<file path="src/rtl/hazard_ctrl.sv">
// Hazard/stall controller for the 5-stage RV32I pipeline.
// Register enables/flushes, EX forwarding selects, memory wait/timeout FSM.
module hazard_ctrl #(
  parameter int REG_AW       = 5,
  parameter int CNT_W        = 16,
  parameter int MAX_MEM_WAIT = 15
) (
  input  logic              clk,
  input  logic              rst,
  input  logic [REG_AW-1:0] rs1D,
  input  logic [REG_AW-1:0] rs2D,
  input  logic [REG_AW-1:0] rs1E,
  input  logic [REG_AW-1:0] rs2E,
  input  logic [REG_AW-1:0] rdE,
  input  logic              memreadE,
  input  logic [REG_AW-1:0] rdM,
  input  logic              regwriteM,
  input  logic [REG_AW-1:0] rdW,
  input  logic              regwriteW,
  input  logic              pc_srcE,
  input  logic              mem_reqM,
  input  logic              mem_ackM,
  output logic              enPC,
  output logic              enIF_ID,
  output logic              enID_EX,
  output logic              enEX_MEM,
  output logic              enMEM_WB,
  output logic              flushIF_ID,
  output logic              flushID_EX,
  output logic [1:0]        forwardAE,
  output logic [1:0]        forwardBE,
  output logic [CNT_W-1:0]  stall_cnt,
  output logic [CNT_W-1:0]  flush_cnt,
  output logic              mem_timeout
);

  typedef enum logic [1:0] {
    RUN,
    MEM_WAIT,
    HALT
  } state_t;

  localparam int WAIT_W = $clog2(MAX_MEM_WAIT + 1);
  localparam logic [WAIT_W-1:0] WAIT_LAST = WAIT_W'(MAX_MEM_WAIT - 1);

  state_t            state;
  state_t            state_nx;
  logic [WAIT_W-1:0] wait_cnt;
  logic [WAIT_W-1:0] wait_nx;
  logic              timeout_set;
  logic              stall_inc;
  logic              flush_inc;

  logic memwait;
  logic loaduse;
  logic do_freeze;
  logic do_flush;
  logic do_bubble;

  assign memwait = mem_reqM & ~mem_ackM;
  assign loaduse = memreadE & (rdE != '0) &
                   ((rdE == rs1D) | (rdE == rs2D));

  // One-hot priority: freeze > branch flush > load-use bubble
  assign do_freeze = memwait;
  assign do_flush  = ~memwait & pc_srcE;
  assign do_bubble = ~memwait & ~pc_srcE & loaduse;

  function automatic logic [1:0] fwd_sel(
    input logic [REG_AW-1:0] rs,
    input logic [REG_AW-1:0] rd_m,
    input logic              wr_m,
    input logic [REG_AW-1:0] rd_w,
    input logic              wr_w
  );
    logic [1:0] sel;
    sel = 2'b00;
    if (wr_m && rd_m != '0 && rd_m == rs)
      sel = 2'b10;
    else if (wr_w && rd_w != '0 && rd_w == rs)
      sel = 2'b01;
    return sel;
  endfunction

  assign forwardAE = rst ? 2'b00 :
    fwd_sel(rs1E, rdM, regwriteM, rdW, regwriteW);
  assign forwardBE = rst ? 2'b00 :
    fwd_sel(rs2E, rdM, regwriteM, rdW, regwriteW);

  always_comb begin
    enPC       = 1'b1;
    enIF_ID    = 1'b1;
    enID_EX    = 1'b1;
    enEX_MEM   = 1'b1;
    enMEM_WB   = 1'b1;
    flushIF_ID = 1'b0;
    flushID_EX = 1'b0;
    stall_inc  = 1'b0;
    flush_inc  = 1'b0;
    if (!rst) begin
      case (state)
        HALT: begin
          enPC     = 1'b0;
          enIF_ID  = 1'b0;
          enID_EX  = 1'b0;
          enEX_MEM = 1'b0;
          enMEM_WB = 1'b0;
        end
        RUN, MEM_WAIT: begin
          unique case (1'b1)
            do_freeze: begin
              enPC      = 1'b0;
              enIF_ID   = 1'b0;
              enID_EX   = 1'b0;
              enEX_MEM  = 1'b0;
              enMEM_WB  = 1'b0;
              stall_inc = 1'b1;
            end
            do_flush: begin
              flushIF_ID = 1'b1;
              flushID_EX = 1'b1;
              flush_inc  = 1'b1;
            end
            do_bubble: begin
              enPC       = 1'b0;
              enIF_ID    = 1'b0;
              flushID_EX = 1'b1;
              stall_inc  = 1'b1;
            end
            default: ;
          endcase
        end
        default: ;
      endcase
    end
  end

  always_comb begin
    state_nx    = state;
    wait_nx     = wait_cnt;
    timeout_set = 1'b0;
    case (state)
      RUN: begin
        if (memwait) begin
          state_nx = MEM_WAIT;
          wait_nx  = WAIT_W'(1);
        end
      end
      MEM_WAIT: begin
        // A dropped request counts as completion
        if (!memwait) begin
          state_nx = RUN;
          wait_nx  = '0;
        end else if (wait_cnt == WAIT_LAST) begin
          state_nx    = HALT;
          timeout_set = 1'b1;
        end else begin
          wait_nx = wait_cnt + WAIT_W'(1);
        end
      end
      default: ;
    endcase
  end

  always_ff @(posedge clk) begin
    if (rst) begin
      state       <= RUN;
      wait_cnt    <= '0;
      stall_cnt   <= '0;
      flush_cnt   <= '0;
      mem_timeout <= 1'b0;
    end else begin
      state    <= state_nx;
      wait_cnt <= wait_nx;
      if (timeout_set)
        mem_timeout <= 1'b1;
      if (stall_inc && stall_cnt != '1)
        stall_cnt <= stall_cnt + CNT_W'(1);
      if (flush_inc && flush_cnt != '1)
        flush_cnt <= flush_cnt + CNT_W'(1);
    end
  end

endmodule

</file>
<file path="config.mk">
export PLATFORM = sky130hd
export DESIGN_NAME = hazard_ctrl
export DESIGN_NICKNAME = d
export VERILOG_FILES = /design/src/rtl/hazard_ctrl.sv
export SDC_FILE = /design/constraint.sdc
export NUM_CORES = 1
export LEC_CHECK = 0
export CAP_MARGIN = 20
export CORE_UTILIZATION = 40
export CTS_CLUSTER_SIZE = 14
export DETAILED_ROUTE_END_ITERATION = 8
export PLACE_DENSITY = 0.83
export RECOVER_POWER = 50
export SLEW_MARGIN = 20
export SYNTH_ARGS = -nofsm -noshare
export SYNTH_HDL_FRONTEND = slang
export SYNTH_SLANG_ARGS = --single-unit
</file>
<file path="constraint.sdc">
create_clock -name clk -period 2.5 [get_ports clk]
set_input_delay 0.625 -clock clk [delete_from_list [all_inputs] [get_ports clk]]
set_output_delay 0.625 -clock clk [all_outputs]
set_load 0.01 [all_outputs]
</file>
* Word-level counts from Yosys, hierarchy flattened
Index checks and enable logic that the tools add are counted.
Word-level totals: memory bits (writable) 0, word-level logic and storage cells 82, ROM bits 0, output and inout port bits 44, latch bits 0, memories kept 0, flip-flop bits (word level) 39, input bits 43
Cells by class: multiply operators 0, reduce and logical (&&, ||, !) cells 18, bitwise operators 10, order comparisons 0, shift-type cells 0, eq/ne operators 14, add/subtract/negate cells 3, multiplexer cells 32, divide/modulo/power cells 0
Operators with widths (count):
- adder 16 x 1 -> 16 bit, second input constant | 2
- inequality test 16 bit, second input constant | 2
- == test 5 bit | 6
- two-way mux 1 bit | 18
- nonzero test 5 bit | 3
- two-way mux 2 bit | 7
- two-way mux 4 bit | 3
- logical AND 1 bit | 8
- one-hot mux 4 bit (2 select lines) | 1
- AND 1 bit | 6
- inequality test 3 bit, second input constant | 2
- AND reduction 3 bit | 2
- OR reduction 2 bit | 3
- adder 4 x 1 -> 4 bit, second input constant | 1
- == test 4 bit, second input constant | 1
- one-hot mux 1 bit (2 select lines) | 2
- one-hot mux 2 bit (2 select lines) | 1
- inverter 1 bit | 3
- == test 2 x 1 -> 1 bit, second input constant | 1
- == test 2 bit, second input constant | 1
- logical NOT 2 bit | 1
- inequality test 2 bit, second input constant | 1
- nonzero test 2 bit | 1
- OR 1 bit | 1

* Longest topological paths before layout
word-level depth 10, depth in mapped cells 8

* Worst setup path before layout
OpenSTA, ideal clock, no wires.
path kind input-to-output, start input port rdM[1], end output port forwardAE[0], required time 1875 ps, setup slack -113 ps, cell stages on the path 4, arrival time 1988 ps, cells stage by stage or4_1 > o21ai_0 > nor3_1 > nor4_1
On the way: longest elaborated chain between the ends 5, elaborated cells on any way between the ends 6, those cells by class eq/ne (1); mux (2); reduce/logical (3)
RTL lines:
- from (decl) | line 16 | input logic [REG_AW-1:0] rdM,
- nonzero test 5 bit | line 78 | if (wr_m && rd_m != '0 && rd_m == rs)
- logical AND 1 bit | line 78
- logical AND 1 bit * | line 78
- two-way mux 2 bit * | line 78
- two-way mux 2 bit * | line 85 | assign forwardAE = rst ? 2'b00 :
- to (decl) | line 30 | output logic [1:0] forwardAE,
Every way passes the cells marked *; elsewhere a longest branch is shown, timed or not.

* Worst setup path after layout
start input port rs2E[4], end output port forwardBE[0]
On the way: longest elaborated chain between the ends 5, elaborated cells on any way between the ends 7, those cells by class eq/ne (2); mux (3); reduce/logical (2)
RTL lines:
- from (decl) | line 13 | input logic [REG_AW-1:0] rs2E,
- == test 5 bit | line 80 | else if (wr_w && rd_w != '0 && rd_w == rs)
- logical AND 1 bit | line 80
- two-way mux 1 bit | line 80
- two-way mux 2 bit * | line 78
- two-way mux 2 bit * | line 87 | assign forwardBE = rst ? 2'b00 :
- to (decl) | line 31 | output logic [1:0] forwardBE,
Marked as above.

==> run_results.csv <==
group,metric,value,unit
route,drc,0,
setup_path,cpLargestDelayFamily,"simple AND/OR/NAND/NOR gates",
yosys,synth_top_area_share,0.325,
yosys,syn_area,0.00240,mm^2
timing,fmax,392,MHz
yosys,yosysTopAreaCell,"dfxtp_1",
cts,clock_sinks,39,
setup_path,critPathCaptureType,"primary output",
die,boundaryPins,87,
timing,worst_pin_slew,408,ps
die,start_util,0.426,
min_path,hp-class,"register to register",
final_layout,final_nets,465,
power,clkPwrFrac,0.359,
yosys,synth-seq-cells,39,
cts,cts_root_buf,"clkbuf_8",
timing,hold_viol,0,
power,ir_worst_vdd,0.317,mV
timing,rsz0062_at_grt,"yes",
timing,slew_violations,0,
timing,skew,8.65,ps
global_route,grt_pass1_wl,10.9,mm
cts,numCtsBuffers,5,
placement,placed_cell_area,0.00359,mm^2
setup_path,required,1880,ps
timing,min_period,2550,ps
setup_path,crit_chain,"clkdlybuf4s15_1, xor2_1, or4_4, nor4_2, buf_2",
power,pwr-share-seq,0.440,
final_layout,layout_common_cells,"dfxtp_1 (39), buf_4 (38), dlygate4sd3_1 (31)",
global_route,grt_pass1_vias,2540,
power,p_per_area,375,mW/mm^2
power,p_total,1.44,mW
placement,hpwl,4.84,mm
final_layout,n_antenna_cell,0,
timing,timing.final.crit_share,1.02,
final_layout,fin_cells,491,
route,ant_nets,0,
setup_path,r2r_slack,310,ps
final_layout,drive_above_1_share,0.265,
setup_path,critPathKind,"input port to primary output",
global_route,antenna_found_initial,0,
yosys,synth_cells,289,
die,die_area,0.00632,mm^2
setup_path,cp_max_fo,2,
setup_path,crit_buf_inv,2,
cts,h-tree-depth,2,
cts,cts.path.max_buffers,2,
final_layout,layout_commonest_cell,"dfxtp_1",
placement,placed_cells,474,
yosys,synth.avg_cell_area,8.31,um^2
cts,clk_latency,290,ps
power,p_switching,356,uW
timing,setup_viol,7,
global_route,gr-total-overflow,0,
timing,maxSlewHeadroom,0.727,
cts,cts_tree,"built",
route,post_drt_wl_per_cell,13.8,um
cts,clkSlewWorstSetupHoldPaths,70,ps
final_layout,seqCellArea,781,um^2
yosys,synth_nets,336,
setup_path,arrival,1920,ps
final_layout,fillerInstances,451,
final_layout,synthToLayoutAreaGrowth,60.2,%
final_layout,finalInstanceArea,0.00385,mm^2
placement,portBuffers,86,
run,drv_cap,0,
setup_path,cp-start-kind,"input port",
die,die_x,79.5,um
power,p_leak,1.55,nW
yosys,synth_warnings,0,
setup_path,crit_slowest_cell,"or4_4",
route,routed-via-count,2607,
route,vias_per_cell,5.31,
global_route,grt_max_degree,30,
global_route,track_usage,0.215,
placement,place.gp.congestion,0.776,
status,status,"finished with violations",
route,drt_iter0_drc,112,
route,firstDrtPassIters,4,
die,design.core.area,0.00564,mm^2
final_layout,multi_input_area,0.00161,mm^2
power,p_sw_frac,0.246,
die,std_cell_rows,27,
setup_path,cpPeakStageDelay,520,ps
yosys,synth.area.top_cells,"dfxtp_1 (33%), xnor2_1 (11%), xor2_1 (6.2%)",
yosys,ys_seq_area_frac,0.325,
power,p_comb_frac,0.201,
route,routed_wl,6.79,mm
die,die-height,79.5,um
timing,setup_slack,-47.9,ps
status,violations,"negative setup slack",
power,internal_power,1.09,mW
yosys,yosysUniqueCellTypes,48,
-- sequential cells by signal, indices dropped and copies added, names as in the netlist --
register,count
flush_cnt,16
mem_timeout,1
stall_cnt,16
state,2
wait_cnt,4
-- logic make-up after synthesis --
kind of cell	synth area share
and+or+nand+nor	0.264
AOI/OAI and AO/OA	0.155
xor gates and xnor gates	0.171
DFF	0.325
buffers and inverters	0.0511
adders and majority gates	0.0208
muxes	0.0130
-- worst paths after layout --
kind	startpoint	endpoint	cells past startpoint
setup / recovery	rs2E[4]	forwardBE[0]	5
setup reg to reg	stall_cnt[1]	stall_cnt[3]	8
hold reg to reg	mem_timeout	mem_timeout	2
hold / removal	mem_timeout	mem_timeout	2
-- routing by layer --
metal / global-route usage / share of wire
met5: 0 / 0
met4: 0.0655 / 0.017
met3: 0.0434 / 0.059
met2: 0.413 / 0.53
met1: 0.232 / 0.40
-- final cells by class --
type / count / area share
clock buffers: 5 / 0.0179
clock inverters: 3 / 0.0114
inverters: 11 / 0.0107
multi-input cells: 227 / 0.419
flip-flops and latches: 39 / 0.203
well taps: 72 / 0.0234
repair buffers: 134 / 0.315
-- synthesized netlist by cell type, drive strengths merged --
cell / n
a21o: 1
xnor2: 30
xor2: 17
o21a: 1
nand4: 7
nand2: 16
a21boi: 1
nand2b: 1
dfxtp: 39
o2111a: 1
o311a: 2
or2: 2
a211oi: 1
o31ai: 6
o21bai: 2
or4: 9
nor3: 10
nand3: 17
and4: 2
and3: 3
mux2: 1
nor2: 30
a21oi: 21
o22ai: 1
or3: 14
a22oi: 1
o2111ai: 1
buf: 7
o21ai: 14
mux2i: 2
inv: 11
a2111oi: 1
clkbuf: 5
nor2b: 3
nor4: 5
ha: 4
-- worst register-to-register path, stage by stage, from the launching register on --
cell and delay [ps]:
dfxtp_1 450, ha_1 330, nand3_4 150, o311a_1 420, a21oi_4 250, clkbuf_16 220
buf_4 110, o21ai_0 80, a21oi_1 140
-- power groups by stage --
stage | sequential (mW) | combinational (mW) | clock (mW)
floorplan | 0.649 | 0.112 | 0
global placement | 0.649 | 0.265 | 0
detailed placement | 0.650 | 0.273 | 0
CTS | 0.635 | 0.283 | 0.534
global route | 0.636 | 0.314 | 0.558
finish | 0.635 | 0.291 | 0.518
-- per-stage QoR --
stage           util  hold WS, ps  worst slack, ps  TNS, ps
2_1_floorplan      -          493             58.3        0
5_1_grt        0.682          534             -108     -606
6_report       0.682          473            -47.9     -139
3_5_place_dp   0.636          468             -866   -11900
3_3_place_gp   0.636          464             -827   -11050
4_1_cts        0.672          486            -86.0    -96.5
-- timing repair --
item | in CTS | in global routing
resized for setup | 146 | 12
pin swaps | 26 | 7
setup buffers | 8 | 0
cloned | 0 | 2
hold buffers | 0 | 0
endpoints found under the setup margin | 16 | 14
Note: power is estimated with default switching activity, not from simulation.
